[src/rtl/uart_rx_keys.sv]
// rtl/uart_rx_keys.sv - UART 8N1 receiver decoding key bytes into one-hot button pulses
//
// Purpose: receives 8N1 frames on rx and turns the ASCII keys a/d/w/s
// (either case) into the same one-hot button pulses the board push-buttons
// produce. The last good byte is kept on rx_data for debug.
//
// Ports:
//   clk        system clock, rising edge
//   rst        asynchronous active-high reset
//   rx         serial input, idle high, asynchronous to clk
//   rx_data    last correctly framed byte, held until the next good frame
//   rx_valid   one-cycle pulse, rx_data updated in the same cycle
//   frame_err  one-cycle pulse when the stop bit is sampled low
//   button     one-hot command pulse coincident with rx_valid
//   busy       high whenever the receiver is not idle (including WAIT_HIGH)

module uart_rx_keys #(
  parameter int CLKS_PER_BIT = 868
) (
  input  logic       clk,
  input  logic       rst,
  input  logic       rx,
  output logic [7:0] rx_data,
  output logic       rx_valid,
  output logic       frame_err,
  output logic [3:0] button,
  output logic       busy
);

  localparam int CW = $clog2(CLKS_PER_BIT);
  localparam logic [CW-1:0] HALF_M1 = CW'(CLKS_PER_BIT / 2 - 1);
  localparam logic [CW-1:0] FULL_M1 = CW'(CLKS_PER_BIT - 1);
  // In WAIT_HIGH the counter first runs up to ARMED so the two synchronizer
  // flops hold real line samples instead of their reset value of 1.
  localparam logic [CW-1:0] ARMED   = CW'(2);

  typedef enum logic [2:0] {IDLE, START, DATA, STOP, WAIT_HIGH} state_t;

  state_t        state, state_n;
  logic [CW-1:0] cnt, cnt_n;
  logic [2:0]    idx, idx_n;
  logic [7:0]    shreg, shreg_n;
  logic          rx_meta, rxs;
  logic          good, bad;

  function automatic logic [3:0] decode(input logic [7:0] b);
    // OR-ing 0x20 folds upper case onto lower case; only 0x41/0x61 map to
    // 'a' (and likewise for d/w/s), so no other byte aliases a key.
    case (b | 8'h20)
      8'h61:   decode = 4'b0001;
      8'h64:   decode = 4'b1000;
      8'h77:   decode = 4'b0100;
      8'h73:   decode = 4'b0010;
      default: decode = 4'b0000;
    endcase
  endfunction

  always_ff @(posedge clk or posedge rst) begin
    if (rst) begin
      rx_meta <= 1'b1;
      rxs     <= 1'b1;
    end else begin
      rx_meta <= rx;
      rxs     <= rx_meta;
    end
  end

  always_ff @(posedge clk or posedge rst) begin
    if (rst) begin
      state <= WAIT_HIGH;
      cnt   <= '0;
      idx   <= '0;
      shreg <= '0;
    end else begin
      state <= state_n;
      cnt   <= cnt_n;
      idx   <= idx_n;
      shreg <= shreg_n;
    end
  end

  always_comb begin
    state_n = state;
    cnt_n   = cnt;
    idx_n   = idx;
    shreg_n = shreg;
    good    = 1'b0;
    bad     = 1'b0;
    case (state)
      WAIT_HIGH: begin
        if (cnt != ARMED) cnt_n = cnt + CW'(1);
        else if (rxs)     state_n = IDLE;
      end
      IDLE: begin
        if (!rxs) begin
          state_n = START;
          cnt_n   = '0;
          idx_n   = '0;
        end
      end
      START: begin
        if (cnt == HALF_M1) begin
          cnt_n   = '0;
          state_n = rxs ? IDLE : DATA;
        end else begin
          cnt_n = cnt + CW'(1);
        end
      end
      DATA: begin
        if (cnt == FULL_M1) begin
          cnt_n   = '0;
          shreg_n = {rxs, shreg[7:1]};
          idx_n   = idx + 3'd1;
          if (idx == 3'd7) state_n = STOP;
        end else begin
          cnt_n = cnt + CW'(1);
        end
      end
      STOP: begin
        if (cnt == FULL_M1) begin
          if (rxs) begin
            good    = 1'b1;
            state_n = IDLE;
            cnt_n   = '0;
          end else begin
            // Break/garbled line: wait for it to return high so a held-low
            // line reports only one error.
            bad     = 1'b1;
            state_n = WAIT_HIGH;
            cnt_n   = ARMED;
          end
        end else begin
          cnt_n = cnt + CW'(1);
        end
      end
      default: state_n = WAIT_HIGH;
    endcase
  end

  always_ff @(posedge clk or posedge rst) begin
    if (rst) begin
      rx_data   <= 8'h00;
      rx_valid  <= 1'b0;
      frame_err <= 1'b0;
      button    <= 4'b0000;
    end else begin
      rx_valid  <= good;
      frame_err <= bad;
      button    <= good ? decode(shreg) : 4'b0000;
      if (good) rx_data <= shreg;
    end
  end

  assign busy = (state != IDLE);

endmodule

[config.mk]
export PLATFORM = sky130hd
export DESIGN_NAME = uart_rx_keys
export DESIGN_NICKNAME = d
export VERILOG_FILES = /design/src/rtl/uart_rx_keys.sv
export SDC_FILE = /design/constraint.sdc
export NUM_CORES = 1
export LEC_CHECK = 0
export BUFFER_PORTS_ARGS = -buffer_cell sky130_fd_sc_hd__buf_2
export CAP_MARGIN = 40
export CORE_MARGIN = 1
export CORE_UTILIZATION = 35
export CTS_BUF_LIST = sky130_fd_sc_hd__clkbuf_8
export CTS_CLUSTER_SIZE = 16
export DETAILED_ROUTE_END_ITERATION = 7
export GPL_TIMING_DRIVEN = 0
export PLACE_DENSITY = 0.54
export SYNTH_ARGS = -nofsm -noshare
export SYNTH_HDL_FRONTEND = slang
export SYNTH_SLANG_ARGS = --single-unit
[constraint.sdc]
create_clock -name clk -period 3.2 [get_ports clk]
set_clock_uncertainty 0.15 [all_clocks]
set_input_delay 0.64 -clock clk [delete_from_list [all_inputs] [get_ports clk]]
set_output_delay 0.64 -clock clk [all_outputs]
set_load 0.02 [all_outputs]
Word-level counts from Yosys, hierarchy flattened --
Cells that the tools add are included.
Storage, ports and cells: input bits 3, register bits 40, word-level logic and storage cells 68
Cells by class: equality and inequality tests 20, reduce and logical (&&, ||, !) cells 8, add/subtract/negate cells 2, mux-type cells 28
Operator list (count):
- $mux 10 | 5
- $pmux 10 s5 | 1
- $mux 3 | 10
- $eq 7x6->1 const B | 4
- $ne 2x2->1 const B | 8
- $pmux 4 s4 | 1
- $pmux 3 s5 | 1
- $add 10x1->10 const B | 1
- $eq 10x10->1 const B | 1
- $eq 10x9->1 const B | 1
- $ne 10x2->1 const B | 1
- $reduce_and 7->1 | 1
- $eq 3x2->1 const B | 2
- $eq 3x3->1 const B | 2
- $mux 1 | 6
- $pmux 3 s2 | 1
- $reduce_and 3->1 | 2
- $reduce_bool 5->1 | 1
- $mux 2 | 2
- $mux 4 | 1
- $add 3x1->3 const B | 1
- $eq 3x1->1 const B | 1
- $logic_not 3->1 | 1
- $reduce_bool 3->1 | 1
- other kinds (2) | 2

Longest topological paths before layout --
depth after elaboration 4, mapped depth 7

Worst setup path after synthesis --
No wires, ideal clock.
path kind reg-to-reg, start reg cnt[2], end reg rx_data[0], data required time 2925 ps, period minus slack after synthesis 2470 ps, arrival 2195 ps, library setup time 125 ps, setup slack 730 ps, cell stages (with the launch flop) 5, cells stage by stage dfrtp_1 -> or4_4 -> or3_4 -> nor3_2 -> mux2_2
On the way: word-level cells in the longest chain between the ends 3
Ends and longest elaborated chain:
- start, declared | RTL line 40 | logic [CW-1:0] cnt, cnt_n;
- start signal, assigned | RTL line 76 | cnt <= cnt_n;
- $eq 10x10->1 | RTL line 120 | if (cnt == FULL_M1) begin
- $mux 1 | RTL line 120
- $mux 1 | RTL line 89 | case (state)
- end signal, assigned | RTL line 150 | if (good) rx_data <= shreg;
- end, declared | RTL line 23 | output logic [7:0] rx_data,
No other way between the ends. A chain may end at the register's enable or synchronous reset.

Worst setup path in the final report --
start reg cnt[2], end reg rx_data[1]
Same word-level chain as after synthesis.

==> results.sh <==
export IMPL_via_count=1400
export IMPL_cts_root_buffer_cell="sky130_fd_sc_hd__clkbuf_8"
export IMPL_ys_warn_count=0
export IMPL_finalNetCount=205
export IMPL_grt_pass1_vias=1397
export IMPL_pwr_density_cell_nw_per_um2=424
export IMPL_cp_required_ns=3.22
export IMPL_rsz0062_at_grt="no"
export IMPL_ys_seq_area_share_pct=51.7
export IMPL_avgRoutedWirePerCell_microns=14.1
export IMPL_slew_limit_headroom_pct=44.1
export IMPL_synth_area_sq_um=1940
export IMPL_cts_clk_slew_worst_paths_ns=0.08
export IMPL_synthArstFlopShare_pct=100
export IMPL_cts_tree="yes"
export IMPL_synth_enable_flop_cells=0
export IMPL_fmax_mhz=366
export IMPL_ioPinCount=18
export IMPL_fp_dieArea_sq_um=5850
export IMPL_worst_r2r_setup_slack_ns=0.47
export IMPL_worstSetupEndpointType="flop"
export IMPL_final_common_cell="sky130_fd_sc_hd__dfrtp_1"
export IMPL_report_power_total_mw=0.948
export IMPL_r2r_cells=4
export IMPL_die_width_microns=76.5
export IMPL_ir_worst_vdd_uv=194
export IMPL_max_capacitance_violation_count=0
export IMPL_setup_viol=0
export IMPL_routabilityCongestion=0.787
export IMPL_portion_of_the_clock_cycle_consumed_by_the_worst_path_in_the_final_layout_pct=85.3
export IMPL_final_cell_mix="sky130_fd_sc_hd__dfrtp_1, sky130_fd_sc_hd__buf_2, sky130_fd_sc_hd__mux2_2"
export IMPL_tightest_slew_ns=0.833
export IMPL_crit_fanout=8
export IMPL_drt_antenna_violating_nets=0
export IMPL_yosys_cell_types_count=46
export IMPL_netlist_instances=173
export IMPL_largest_net_degree_at_the_start_of_global_routing=41
export IMPL_holdBufCountCts=0
export IMPL_antennaDiodeCount=0
export IMPL_htree_levels=2
export IMPL_most_frequently_used_flop_master_after_synthesis="sky130_fd_sc_hd__dfrtp_1"
export IMPL_dr_pass1_iters=4
export IMPL_kind_of_path_behind_the_tightest_hold_check="reg -> reg"
export IMPL_post_route_min_period_ns=2.73
export IMPL_post_cts_setup_buffer_count=0
export IMPL_critical_path_startpoint="cnt[2]$_DFFE_PP0P_"
export IMPL_setup_worst_path_start_class="flop"
export IMPL_maxSlewViolCount=0
export IMPL_depth_of_the_worst_hold_timing_path=0
export IMPL_drive_gt1_share_pct=30.8
export IMPL_drt_initial_drc_count=105
export IMPL_timing_rr_end="rx_data[1]$_DFFE_PP0P_"
export IMPL_syn_to_final_growth_pct=15.1
export IMPL_initial_utilization_pct=37.1
export IMPL_synthesis_area_per_instance_sq_um=11.2
export IMPL_cts_made_buffers=5
export IMPL_post_route_util_pct=42.7
export IMPL_rr_startpoint="cnt[2]$_DFFE_PP0P_"
export IMPL_globalRouteTotalUtil_pct=14.2
export IMPL_portBuffers=17
export IMPL_hold_violation_total_from_the_final_report=0
export IMPL_synth_seq_cells=40
export IMPL_p_leak_nw=1.07
export IMPL_globalRoute_totalOverflow=0
export IMPL_core_sq_um=5240
export IMPL_totalWireLength_microns=3790
export IMPL_grt_antenna_before_repair=0
export IMPL_dp_hpwl_microns=2710
export IMPL_cts_sinks=40
export IMPL_fp_dieH_microns=76.5
export IMPL_detail_route_drc_violations=0
export IMPL_holdPathEnd="rxs$_DFF_PP1_"
export IMPL_final_hold_worst_slack_ns=0.216
export IMPL_std_cell_rows=26
export IMPL_clock_latency_ns=0.28
export IMPL_hold_path_startpoint="rx_meta$_DFF_PP1_"
export IMPL_critical_path_arrival_ns=2.75
export IMPL_cts_resized_gates=0
export IMPL_critPathKind="reg -> reg"
export IMPL_grt_pass1_wl_microns=6620
export IMPL_outcome="finished clean"
export IMPL_viasPerCell=5.22
export IMPL_clock_buffer_depth=2
export IMPL_setup_tns_ns=0
export IMPL_postSynthNetCount=181
==> critical path, cell delays in order (launching register included) <==
cell and delay [ns]:
sky130_fd_sc_hd__dfrtp_1 0.46, sky130_fd_sc_hd__or4_4 0.57, sky130_fd_sc_hd__or3_4 0.43, sky130_fd_sc_hd__nor3_2 0.60, sky130_fd_sc_hd__mux2_2 0.41
==> synth_stat cells, types with 2 or more instances <==
library cell,instances,area [sq um]
sky130_fd_sc_hd__a21oi_1,4,20.0
sky130_fd_sc_hd__a221o_1,2,20.0
sky130_fd_sc_hd__a22o_1,7,61.3
sky130_fd_sc_hd__a31oi_1,2,12.5
sky130_fd_sc_hd__and4_1,2,17.5
sky130_fd_sc_hd__buf_6,3,33.8
sky130_fd_sc_hd__dfrtp_1,37,926
sky130_fd_sc_hd__dfstp_2,3,78.8
sky130_fd_sc_hd__ha_1,5,62.6
sky130_fd_sc_hd__inv_1,8,30.0
sky130_fd_sc_hd__mux2_2,17,191
sky130_fd_sc_hd__nand2_1,11,41.3
sky130_fd_sc_hd__nand2b_1,2,12.5
sky130_fd_sc_hd__nand3_1,7,35.0
sky130_fd_sc_hd__nand4_1,2,12.5
sky130_fd_sc_hd__nor2_1,14,52.6
sky130_fd_sc_hd__nor2b_1,3,18.8
sky130_fd_sc_hd__nor3_1,7,35.0
sky130_fd_sc_hd__nor4_1,3,18.8
sky130_fd_sc_hd__o211ai_1,2,15.0
sky130_fd_sc_hd__o21ai_0,7,35.0
==> area by class of cell <==
cell class,instances,area (sq um)
Buffer,6,50.0
Clock buffer,6,82.6
Clock inverter,2,38.8
Fill cell,500,3000
Inverter,8,30.0
Multi-Input combinational cell,119,857
Sequential cell,40,1000
Tap cell,70,87.6
Timing Repair Buffer,17,85.1
==> report_power, final <==
| group | internal (mW) | switching [mW] |
|---|---|---|
| clock | 0.255 | 0.172 |
| combinational | 0.00141 | 0.0112 |
| sequential | 0.507 | 0.000887 |
| total | 0.764 | 0.184 |
==> worst max-delay path by stage <==
stage / endpoint / slack (ns)
after CTS: rx_data[1]$_DFFE_PP0P_ / 0.45
after detailed placement: rx_data[1]$_DFFE_PP0P_ / 0.46
after global placement: rx_data[4]$_DFFE_PP0P_ / 0.49
final: rx_data[1]$_DFFE_PP0P_ / 0.47
after floorplan: rx_data[0]$_DFFE_PP0P_ / 0.73
after global routing: rx_data[6]$_DFFE_PP0P_ / 0.40
==> per-stage QoR <==
| stage | std cells | cell area, sq um | setup WS, ns |
|---|---|---|---|
| detailed placement | 260 | 2110 | 0.459 |
| finish | 268 | 2240 | 0.469 |
| floorplan | 173 | 1940 | 0.730 |
| global placement | 260 | 2110 | 0.489 |
| global route | 268 | 2240 | 0.399 |
| CTS | 268 | 2240 | 0.447 |
==> registers in the layout, indices dropped and copies added (netlist names) <==
register,count
state,3
rx_valid,1
shreg,8
rx_data,8
frame_err,1
cnt,10
idx,3
rx_meta,1
button,4
rxs,1
==> logic make-up after synthesis <==
logic type / share of synthesized area, %
AND/OR/NAND/NOR: 18.3
multiplexers: 9.86
flip-flops: 51.7
AO/OA/AOI/OAI: 12.8
buffers and inverters: 4.12
adder cells (fa/ha/maj): 3.22
==> layer usage <==
metal / part of all wire, % / vias up / global-route usage, %
li1: - / 680 / -
met3: 2.8 / 7 / 3.35
met4: 1.3 / 0 / 5.58
met1: 49 / 687 / 19.2
met5: 0 / - / 0
met2: 46 / 26 / 22.0
(Power assumes the default switching activity.)
